<file path="src/rtl/sram_burst_ctrl_if.sv">
// Upstream command, write-beat and read-return bundle for sram_burst_ctrl.
// master = bus/DMA side, slave = controller side.
interface sram_burst_ctrl_if #(
  parameter int unsigned DW    = 8,
  parameter int unsigned AW    = 10,
  parameter int unsigned LEN_W = 4
);
  logic             cmd_valid;
  logic             cmd_ready;
  logic             cmd_write;
  logic [AW-1:0]    cmd_addr;
  logic [LEN_W-1:0] cmd_len;

  logic             wr_valid;
  logic             wr_ready;
  logic [DW-1:0]    wr_data;

  logic             rd_valid;
  logic             rd_ready;
  logic [DW-1:0]    rd_data;
  logic             rd_perr;

  logic             done;

  modport master (
    output cmd_valid, cmd_write, cmd_addr, cmd_len, wr_valid, wr_data, rd_ready,
    input  cmd_ready, wr_ready, rd_valid, rd_data, rd_perr, done
  );

  modport slave (
    input  cmd_valid, cmd_write, cmd_addr, cmd_len, wr_valid, wr_data, rd_ready,
    output cmd_ready, wr_ready, rd_valid, rd_data, rd_perr, done
  );
endinterface

</file>
<file path="src/rtl/sram_burst_ctrl.sv">
// Burst read/write sequencer in front of a single-port synchronous SRAM.
// Optional even parity on the SRAM word: define SRAM_CTRL_PARITY_EN.
module sram_burst_ctrl #(
  parameter int unsigned DW    = 8,
  parameter int unsigned AW    = 10,
  parameter int unsigned LEN_W = 4,
`ifdef SRAM_CTRL_PARITY_EN
  localparam int unsigned SW   = DW + 1
`else
  localparam int unsigned SW   = DW
`endif
) (
  input  logic          clk,
  input  logic          rst_n,
  sram_burst_ctrl_if.slave bus,
  output logic          sram_cs,
  output logic          sram_we,
  output logic          sram_oe,
  output logic [AW-1:0] sram_addr,
  output logic [SW-1:0] sram_wdata,
  input  logic [SW-1:0] sram_rdata
);

  localparam logic [2:0] S_IDLE    = 3'd0;
  localparam logic [2:0] S_WR      = 3'd1;
  localparam logic [2:0] S_RD_ISS  = 3'd2;
  localparam logic [2:0] S_RD_CAP  = 3'd3;
  localparam logic [2:0] S_RD_HOLD = 3'd4;

  logic [2:0]       state_q,    state_d;
  logic [AW-1:0]    addr_q,     addr_d;
  logic [LEN_W-1:0] rem_q,      rem_d;
  logic             rd_valid_q, rd_valid_d;
  logic [DW-1:0]    rd_data_q,  rd_data_d;
  logic             rd_perr_q,  rd_perr_d;
  logic             done_q,     done_d;

  // Address only moves on accepted beats, so it holds between bursts.
  assign sram_addr    = addr_q;
  assign bus.rd_valid = rd_valid_q;
  assign bus.rd_data  = rd_data_q;
  assign bus.rd_perr  = rd_perr_q;
  assign bus.done     = done_q;

  always_comb begin
    state_d       = state_q;
    addr_d        = addr_q;
    rem_d         = rem_q;
    rd_valid_d    = rd_valid_q;
    rd_data_d     = rd_data_q;
    rd_perr_d     = rd_perr_q;
    done_d        = 1'b0;
    bus.cmd_ready = 1'b0;
    bus.wr_ready  = 1'b0;
    sram_cs       = 1'b0;
    sram_we       = 1'b0;
    sram_oe       = 1'b0;
    sram_wdata    = '0;

    case (state_q)
      S_IDLE: begin
        bus.cmd_ready = 1'b1;
        if (bus.cmd_valid) begin
          addr_d  = bus.cmd_addr;
          rem_d   = bus.cmd_len;
          state_d = bus.cmd_write ? S_WR : S_RD_ISS;
        end
      end

      // Write beats stream straight to the SRAM; wr_valid gaps stall.
      S_WR: begin
        bus.wr_ready = 1'b1;
        sram_cs      = 1'b1;
        sram_we      = bus.wr_valid;
`ifdef SRAM_CTRL_PARITY_EN
        sram_wdata   = {^bus.wr_data, bus.wr_data};
`else
        sram_wdata   = bus.wr_data;
`endif
        if (bus.wr_valid) begin
          if (rem_q == '0) begin
            state_d = S_IDLE;
            done_d  = 1'b1;
          end else begin
            rem_d  = LEN_W'(rem_q - 1'b1);
            addr_d = AW'(addr_q + 1'b1);
          end
        end
      end

      S_RD_ISS: begin
        sram_cs = 1'b1;
        sram_oe = 1'b1;
        state_d = S_RD_CAP;
      end

      // SRAM output register is valid in this cycle.
      S_RD_CAP: begin
        rd_data_d  = sram_rdata[DW-1:0];
        rd_valid_d = 1'b1;
`ifdef SRAM_CTRL_PARITY_EN
        rd_perr_d  = ^sram_rdata;
`endif
        state_d    = S_RD_HOLD;
      end

      S_RD_HOLD: begin
        if (bus.rd_ready) begin
          rd_valid_d = 1'b0;
          if (rem_q == '0) begin
            state_d = S_IDLE;
            done_d  = 1'b1;
          end else begin
            rem_d   = LEN_W'(rem_q - 1'b1);
            addr_d  = AW'(addr_q + 1'b1);
            state_d = S_RD_ISS;
          end
        end
      end

      default: state_d = S_IDLE;
    endcase
  end

  always_ff @(posedge clk or negedge rst_n) begin
    if (!rst_n) begin
      state_q    <= S_IDLE;
      addr_q     <= '0;
      rem_q      <= '0;
      rd_valid_q <= 1'b0;
      rd_data_q  <= '0;
      rd_perr_q  <= 1'b0;
      done_q     <= 1'b0;
    end else begin
      state_q    <= state_d;
      addr_q     <= addr_d;
      rem_q      <= rem_d;
      rd_valid_q <= rd_valid_d;
      rd_data_q  <= rd_data_d;
      rd_perr_q  <= rd_perr_d;
      done_q     <= done_d;
    end
  end

endmodule
</file>
<file path="src/flat_wrapper.sv">
// flat-port wrapper written by rule: the top's interface ports become plain ports
module sram_burst_ctrl_flat 
#(
  parameter int unsigned DW    = 8,
  parameter int unsigned AW    = 10,
  parameter int unsigned LEN_W = 4,

  localparam int unsigned SW   = DW

)
  (clk, rst_n, sram_cs, sram_we, sram_oe, sram_addr, sram_wdata, sram_rdata, bus_cmd_valid, bus_cmd_write, bus_cmd_addr, bus_cmd_len, bus_wr_valid, bus_wr_data, bus_rd_ready, bus_cmd_ready, bus_wr_ready, bus_rd_valid, bus_rd_data, bus_rd_perr, bus_done);
  sram_burst_ctrl_if #(.DW(DW), .AW(AW), .LEN_W(LEN_W)) bus_i ();
  input  logic clk;
  input  logic rst_n;
  output logic sram_cs;
  output logic sram_we;
  output logic sram_oe;
  output logic [AW-1:0] sram_addr;
  output logic [SW-1:0] sram_wdata;
  input  logic [SW-1:0] sram_rdata;
  input wire logic [$bits(bus_i.cmd_valid)-1:0] bus_cmd_valid;
  input wire logic [$bits(bus_i.cmd_write)-1:0] bus_cmd_write;
  input wire logic [$bits(bus_i.cmd_addr)-1:0] bus_cmd_addr;
  input wire logic [$bits(bus_i.cmd_len)-1:0] bus_cmd_len;
  input wire logic [$bits(bus_i.wr_valid)-1:0] bus_wr_valid;
  input wire logic [$bits(bus_i.wr_data)-1:0] bus_wr_data;
  input wire logic [$bits(bus_i.rd_ready)-1:0] bus_rd_ready;
  output wire logic [$bits(bus_i.cmd_ready)-1:0] bus_cmd_ready;
  output wire logic [$bits(bus_i.wr_ready)-1:0] bus_wr_ready;
  output wire logic [$bits(bus_i.rd_valid)-1:0] bus_rd_valid;
  output wire logic [$bits(bus_i.rd_data)-1:0] bus_rd_data;
  output wire logic [$bits(bus_i.rd_perr)-1:0] bus_rd_perr;
  output wire logic [$bits(bus_i.done)-1:0] bus_done;
  assign bus_i.cmd_valid = bus_cmd_valid;
  assign bus_i.cmd_write = bus_cmd_write;
  assign bus_i.cmd_addr = bus_cmd_addr;
  assign bus_i.cmd_len = bus_cmd_len;
  assign bus_i.wr_valid = bus_wr_valid;
  assign bus_i.wr_data = bus_wr_data;
  assign bus_i.rd_ready = bus_rd_ready;
  assign bus_cmd_ready = bus_i.cmd_ready;
  assign bus_wr_ready = bus_i.wr_ready;
  assign bus_rd_valid = bus_i.rd_valid;
  assign bus_rd_data = bus_i.rd_data;
  assign bus_rd_perr = bus_i.rd_perr;
  assign bus_done = bus_i.done;
  sram_burst_ctrl #(.DW(DW), .AW(AW), .LEN_W(LEN_W)) u_core (.clk(clk), .rst_n(rst_n), .bus(bus_i), .sram_cs(sram_cs), .sram_we(sram_we), .sram_oe(sram_oe), .sram_addr(sram_addr), .sram_wdata(sram_wdata), .sram_rdata(sram_rdata));
endmodule
</file>
<file path="config.mk">
export PLATFORM = sky130hd
export DESIGN_NAME = sram_burst_ctrl_flat
export DESIGN_NICKNAME = d
export VERILOG_FILES = /design/src/rtl/sram_burst_ctrl_if.sv /design/src/rtl/sram_burst_ctrl.sv /design/src/flat_wrapper.sv
export SDC_FILE = /design/constraint.sdc
export NUM_CORES = 1
export LEC_CHECK = 0
export CAP_MARGIN = 40
export CORE_MARGIN = 1
export CORE_UTILIZATION = 42
export CTS_CLUSTER_SIZE = 24
export DETAILED_ROUTE_END_ITERATION = 8
export GPL_TIMING_DRIVEN = 0
export PLACE_DENSITY = 0.8
export SLEW_MARGIN = 20
export SYNTH_ARGS = -nofsm -noshare
export SYNTH_HDL_FRONTEND = slang
export SYNTH_SLANG_ARGS = --single-unit
</file>
<file path="constraint.sdc">
create_clock -name clk -period 2.35 [get_ports clk]
set_input_delay 0.47 -clock clk [delete_from_list [all_inputs] [get_ports clk]]
set_output_delay 0.47 -clock clk [all_outputs]
set_load 0.005 [all_outputs]
</file>
==> metrics.cfg, run 1 <==
[pwr]
cellLeakagePower_uw=0.00115
irDropWorstVdd_mv=0.735
p_total_uw=3240
power.density_cell_area_nw_per_um2=1300

[yosys]
synth_ff_type=dfrtp_1
fraction_of_synthesis_flops_using_an_asynchronous_set_or_reset_pin=1.00
ys_seq_area_frac=0.422
ys_ff_latch=27
post_synth_edffs=0
yosys.area.top_type_share=0.422
yosysWarnings=0
ys_top_cells_by_count=27 x dfrtp_1, 13 x nand2_1, 12 x o21ai_0, 10 x and2_1, 9 x mux2_2
per_instance_average_area_after_synthesis_um2=9.43
synth.most_common_cell=dfrtp_1
syn-instance-count=170
netlist_area_um2=1600
yosys.area.top_type=dfrtp_1
syn-num-nets=209
synth.area.top_cells=dfrtp_1 42%, mux2_2 6.3%, and2_1 3.9%
synth_cell_type_count=42

[clocking]
clkLatencyLatePin_ps=270
cts_made_buffers=3
holdBufCountCts=0
clock_tree_from_tritoncts=yes
cts.reportedPaths.clkPinSlew_ps=100
h_tree_lvls=1
clock_sink_count=27
clockBufferDepth=2
clk_root_buffer_cell=clkbuf_8

[layout]
post_route_cells_drive_above_1_share=0.142
synthToLayoutAreaGrowth_pct=55.1
final_nets=287
instances_no_fill=295
final_design_area_no_fill_um2=2490
n_antenna_cell=0

[flow_run]
maxCapViolCount=0

[global_route]
first_global_vias=1465
grt_overflow_total=0
grt_antenna_before_repair=0
grt_start_max_net_pins=28
grt_first_pass_wirelength_mm=6.82
grtUsageTotal=0.212

[sta]
tightest_slew_ps=736
finalCriticalPeriod_ps=2260
setup_viol=0
skew_ps=4.80
relSlewSlack=0.506
layout_worst_path_cycle_share=0.962
rsz0062_at_grt=no
finalHoldViolations=0
finalMaxSlewViolations=0
fmaxAchievable_mhz=442

[min_path]
hold_path_class=input port to asynchronous set/reset pin

[drt]
ant_nets=0
postRouteWirelength_mm=4.17
detail_route.drc_violations=0
drt_pass1_iterations=4
initialDrtViolationCount=57
dr_total_vias=1605
route.detailed.wl_per_inst_um=14.1
routed_via_density=5.44

[setup_path]
startpoint=u_core.state_q[1]
end_kind=primary output
crit-reg2reg-launch=u_core.rem_q[0]
worstSetupStartpointType=flop
worst-setup-path-type=flop to primary output
worst_ep_required_time_ps=1880
worst-path-max-fanout=10
cp_data_arrival_time_ps=1790

[floorplanning]
die_w_um=63.8
design.core.area_um2=3660
num_io_pins=70
fp-row-count=22
floorplan.die.height_um=63.8
floorplan.initialDensity=0.438
dieArea_um2=4070

[placed_design]
placedInstanceArea_um2=2340
dpl.cell_count=286
hpwlAfterDp_mm=2.99
gp_congestion=0.823
placement.io_buffers=68

[status]
outcome=finished, final reports clean

==> cells in the final DEF, fill, tap and decap left out, types with 6 or more instances in the layout <==
cell             instances
dlymetal6s2s_1           9
nor3_1                   7
o21ai_0                 12
dfrtp_1                 25
buf_2                    6
clkdlybuf4s50_1         58
nand2_1                 13
nand3_1                  7
a211oi_1                 7
and2_1                  10
mux2_2                   9
==> layer usage <==
metal	share of wire	vias to the layer above	wire, um	global-route usage
met2	0.47	57	1970	0.351
met1	0.46	765	1910	0.283
met3	0.062	4	259	0.0464
met5	0	-	0	0
met4	0.0081	0	34	0.0455
li1	-	779	-	-
==> state kept, by name, summed over array words and instances (netlist names) <==
| name | cells |
|---|---|
| u_core.sram_addr | 10 |
| u_core.rem_q | 4 |
| u_core.bus.rd_data | 8 |
| u_core.state_q | 3 |
| u_core.bus.done | 1 |
| u_core.bus.rd_valid | 1 |
==> what timing repair did <==
item                                    CTS  global route
gates cloned                              1             0
resized for setup                        11            18
endpoints found under the setup margin   12            20
pin swaps                                 1             1
endpoints found under the hold margin     0             0
setup buffers                             2             2
==> cells by family after synthesis <==
kind of cell	share of synthesized area
compound gates	0.173
flops	0.422
fa+ha+maj	0.0234
xor+xnor	0.0109
mux	0.0945
other cells	0.00234
simple gates	0.227
buf+inv	0.0468
==> critical path: stages (launching register included) <==
cell	delay [ps]
dfrtp_2	460
buf_2	190
buf_2	210
nor3_1	140
clkdlybuf4s50_1	520
==> power breakdown <==
group | internal [uW] | switching [uW] | total [uW] | leakage (uW)
logic | 1140 | 929 | 2070 | 0.000806
clock network | 120 | 149 | 269 | 0.0000217
registers | 696 | 209 | 905 | 0.000317
==> worst paths after layout <==
path | endpoint | slack, ps | depth (start not counted)
max | bus_cmd_ready | 90 | 4
min | u_core.sram_addr[0] | 200 | 1
max reg2reg | u_core.rem_q[1] | 210 | 7
min reg2reg | u_core.bus.rd_data[3] | 510 | 1
max in group asynchronous | u_core.state_q[1] | 1710 | 1
min in group clk | u_core.bus.rd_data[3] | 510 | 1
==> final cells by class <==
| cell class | instances | area (um2) |
|---|---|---|
| well taps | 48 | 60.1 |
| repair buffers | 73 | 733 |
| flip-flops and latches | 27 | 678 |
| inverters | 6 | 22.5 |
| clock inverters | 1 | 7.51 |
| clock buffers | 3 | 41.3 |
| multi-input cells | 125 | 863 |
| plain buffers | 12 | 80.1 |
| fillers | 312 | 1170 |
==> per-stage QoR <==
step | utilization | TNS [ps] | hold WS [ps] | setup slack (ps)
3_3_place_gp | 0.640 | 0 | 488 | 0.0544
5_1_grt | 0.679 | 0 | 242 | 15.8
3_5_place_dp | 0.639 | -12.5 | 493 | -7.65
2_1_floorplan | - | 0 | 174 | 439
4_1_cts | 0.666 | 0 | 210 | 2.43
6_report | 0.679 | 0 | 199 | 88.4
(Power assumes the default switching activity.)
==> inputs of run 2 (changes only) <==
Settings changed: CORE_UTILIZATION 42 to 45, PLACE_DENSITY 0.8 to 0.85.
Clock period 2.35 ns to 2.8 ns, I/O delays scaled along.
==> run 2 against run 1 <==
Net effect: non-clock buffer count is 6 lower; total power is 21% lower; routed wire length is 0.12% higher; sequential share of layout area is 1.3 points higher; first-iteration DRC count is 44% lower; critical endpoint is now sram_wdata[3].
==> metrics.cfg, run 2 (synthesis gave the netlist of run 1 again) <==
[status]
outcome=finished, final reports clean  ; unchanged

[sta]
finalHoldViolations=0  ; unchanged
fmaxAchievable_mhz=388
layout_worst_path_cycle_share=0.921
finalMaxSlewViolations=0  ; unchanged
rsz0062_at_grt=no  ; unchanged
tightest_slew_ps=723  ; was 736 ps
tns_ps=0  ; unchanged
skew_ps=3.15  ; was 4.80 ps
setup_viol=0  ; unchanged
finalCriticalPeriod_ps=2580
relSlewSlack=0.515  ; was 0.506

[pwr]
power_switching_share=0.409  ; was 0.397
combPwrFrac=0.630  ; was 0.638
p_int_uw=1520  ; was 1960 uW
power.switching_uw=1050  ; was 1290 uW
power.clock.fraction=0.067  ; was 0.083
sequentialPowerShare=0.303  ; was 0.279
power.density_cell_area_nw_per_um2=1090  ; was 1300 nW/um2
irDropWorstVdd_mv=0.637  ; was 0.735 mV
cellLeakagePower_uw=0.000966  ; was 0.00115 uW

[global_route]
grt_overflow_total=0  ; unchanged
first_global_vias=1392  ; was 1465
grt_start_max_net_pins=28  ; unchanged
grt_antenna_before_repair=0  ; unchanged
grtUsageTotal=0.224  ; was 0.212
grt_first_pass_wirelength_mm=6.23  ; was 6.82 mm

[clocking]
clk_root_buffer_cell=clkbuf_4  ; was clkbuf_8
holdBufCountCts=0  ; unchanged
clockBufferDepth=2  ; unchanged
cts_setup_buffers=0  ; was 2
h_tree_lvls=1  ; unchanged
clock_sink_count=27  ; unchanged
cts.reportedPaths.clkPinSlew_ps=150  ; was 100 ps
cts_made_buffers=3  ; unchanged
clock_tree_from_tritoncts=yes  ; unchanged
clkLatencyLatePin_ps=330  ; was 270 ps

[floorplanning]
fp-row-count=21  ; was 22
floorplan.initialDensity=0.477  ; was 0.438
floorplan.die.height_um=61.7  ; was 63.8 um
num_io_pins=70  ; unchanged
dieArea_um2=3800  ; was 4070 um2
design.core.area_um2=3360  ; was 3660 um2
die_w_um=61.7  ; was 63.8 um

[layout]
multi_input_comb_area_um2=857  ; was 863 um2
final_nets=281  ; was 287
n_antenna_cell=0  ; unchanged
final_design_area_no_fill_um2=2370  ; was 2490 um2
synthToLayoutAreaGrowth_pct=47.9  ; was 55.1%
layout.cells.most_common=clkdlybuf4s50_1  ; unchanged
post_route_cells_drive_above_1_share=0.108  ; was 0.142
nFillCells=294  ; was 312
commonest_non_fill_non_tap_cells_in_the_layout=67 x clkdlybuf4s50_1, 26 x dfrtp_1, 13 x nand2_1  ; was 58 x clkdlybuf4s50_1, 25 x dfrtp_1, 13 x nand2_1
largest_register_ff_count=10  ; unchanged
seq_area_um2=677  ; was 678 um2

[placed_design]
hpwlAfterDp_mm=3.20  ; was 2.99 mm
gp_congestion=0.800  ; was 0.823
placement.io_buffers=68  ; unchanged
placedInstanceArea_um2=2340  ; about the same

[setup_path]
cp_data_arrival_time_ps=2020  ; was 1790 ps
worst-setup-path-type=flop to primary output  ; unchanged
worst_ep_required_time_ps=2240  ; was 1880 ps
worstSetupStartpointType=flop  ; unchanged
worst-path-max-fanout=10  ; unchanged
end_kind=primary output  ; unchanged

[drt]
ant_nets=0  ; unchanged
drt_pass1_iterations=4  ; unchanged
routed_via_density=5.53  ; was 5.44
initialDrtViolationCount=32  ; was 57
route.detailed.wl_per_inst_um=14.6  ; was 14.1 um
dr_total_vias=1587  ; was 1605
detail_route.drc_violations=0  ; unchanged
postRouteWirelength_mm=4.18  ; was 4.17 mm

[min_path]
hold_path_class=input port to asynchronous set/reset pin  ; unchanged

[flow_run]
maxCapViolCount=0  ; unchanged

==> run 2: cell types whose count changed in the layout (fill, tap and decap cells not counted), sizes merged <==
cell | before | now
dlymetal6s2s | 9 | 0
clkdlybuf4s50 | 58 | 67
buf | 14 | 5
clkinvlp | 1 | 0
clkbuf | 7 | 10
clkinv | 0 | 1
==> run 2: path summary, 6_finish.rpt <==
path,endpoint,cells after the start,from,slack [ps]
setup / recovery,sram_wdata[3],5,u_core.state_q[0],220
hold / removal,u_core.bus.rd_data[6],1,rst_n,220
setup reg to reg,u_core.sram_addr[8],8,u_core.rem_q[0],550
hold reg to reg,u_core.bus.rd_data[2],1,u_core.bus.rd_data[2],530
max in group asynchronous,u_core.state_q[0],1,rst_n,2150
min in group clk,u_core.bus.rd_data[2],1,u_core.bus.rd_data[2],530
==> run 2: cell type report <==
class	instances	area share
repair buffers	68	0.285
multi-input cells	125	0.361
inverters	6	0.00950
plain buffers	11	0.0227
well taps	46	0.0243
clock buffers	3	0.00950
clock inverters	1	0.00211
flip-flops and latches	27	0.285
==> run 2: critical path: stages, from the launching register on <==
cell and delay (ps):
dfrtp_2 440, clkbuf_4 210, nor3b_2 180, clkbuf_2 210, and2_1 150, clkdlybuf4s50_1 500
==> run 2: power by group through the flow <==
| stage | Combinational, uW | Clock (uW) | Sequential, uW |
|---|---|---|---|
| 3_3_place_gp | 1590 | 0 | 763 |
| 4_1_cts | 1640 | 178 | 765 |
| 5_1_grt | 1790 | 188 | 814 |
| 3_5_place_dp | 1630 | 0 | 775 |
| 2_1_floorplan | 916 | 0 | 751 |
| 6_report | 1620 | 173 | 780 |
==> run 2: per-layer routing <==
layer | part of all wire | wire length, um | global-route usage
met1 | 0.42 | 1760 | 0.301
met2 | 0.49 | 2050 | 0.370
met3 | 0.071 | 296 | 0.0336
met4 | 0.017 | 69 | 0.0730
met5 | 0 | 0 | 0
==> run 2: what timing repair did <==
action	in CTS	in global routing
setup endpoints to repair	8	10
resized for setup	1	5
cloned	0	0
==> run 2: stage by stage <==
step                      cells  power, uW  hold slack [ps]  setup slack [ps]  utilization
after global routing        287       2790              247              48.5        0.705
after global placement      284       2350              488               351        0.696
after CTS                   288       2580              229              64.2        0.703
after detailed placement    284       2410              497               342        0.695
after floorplan             170       1670              264               889            -
final                       287       2580              221               222        0.705
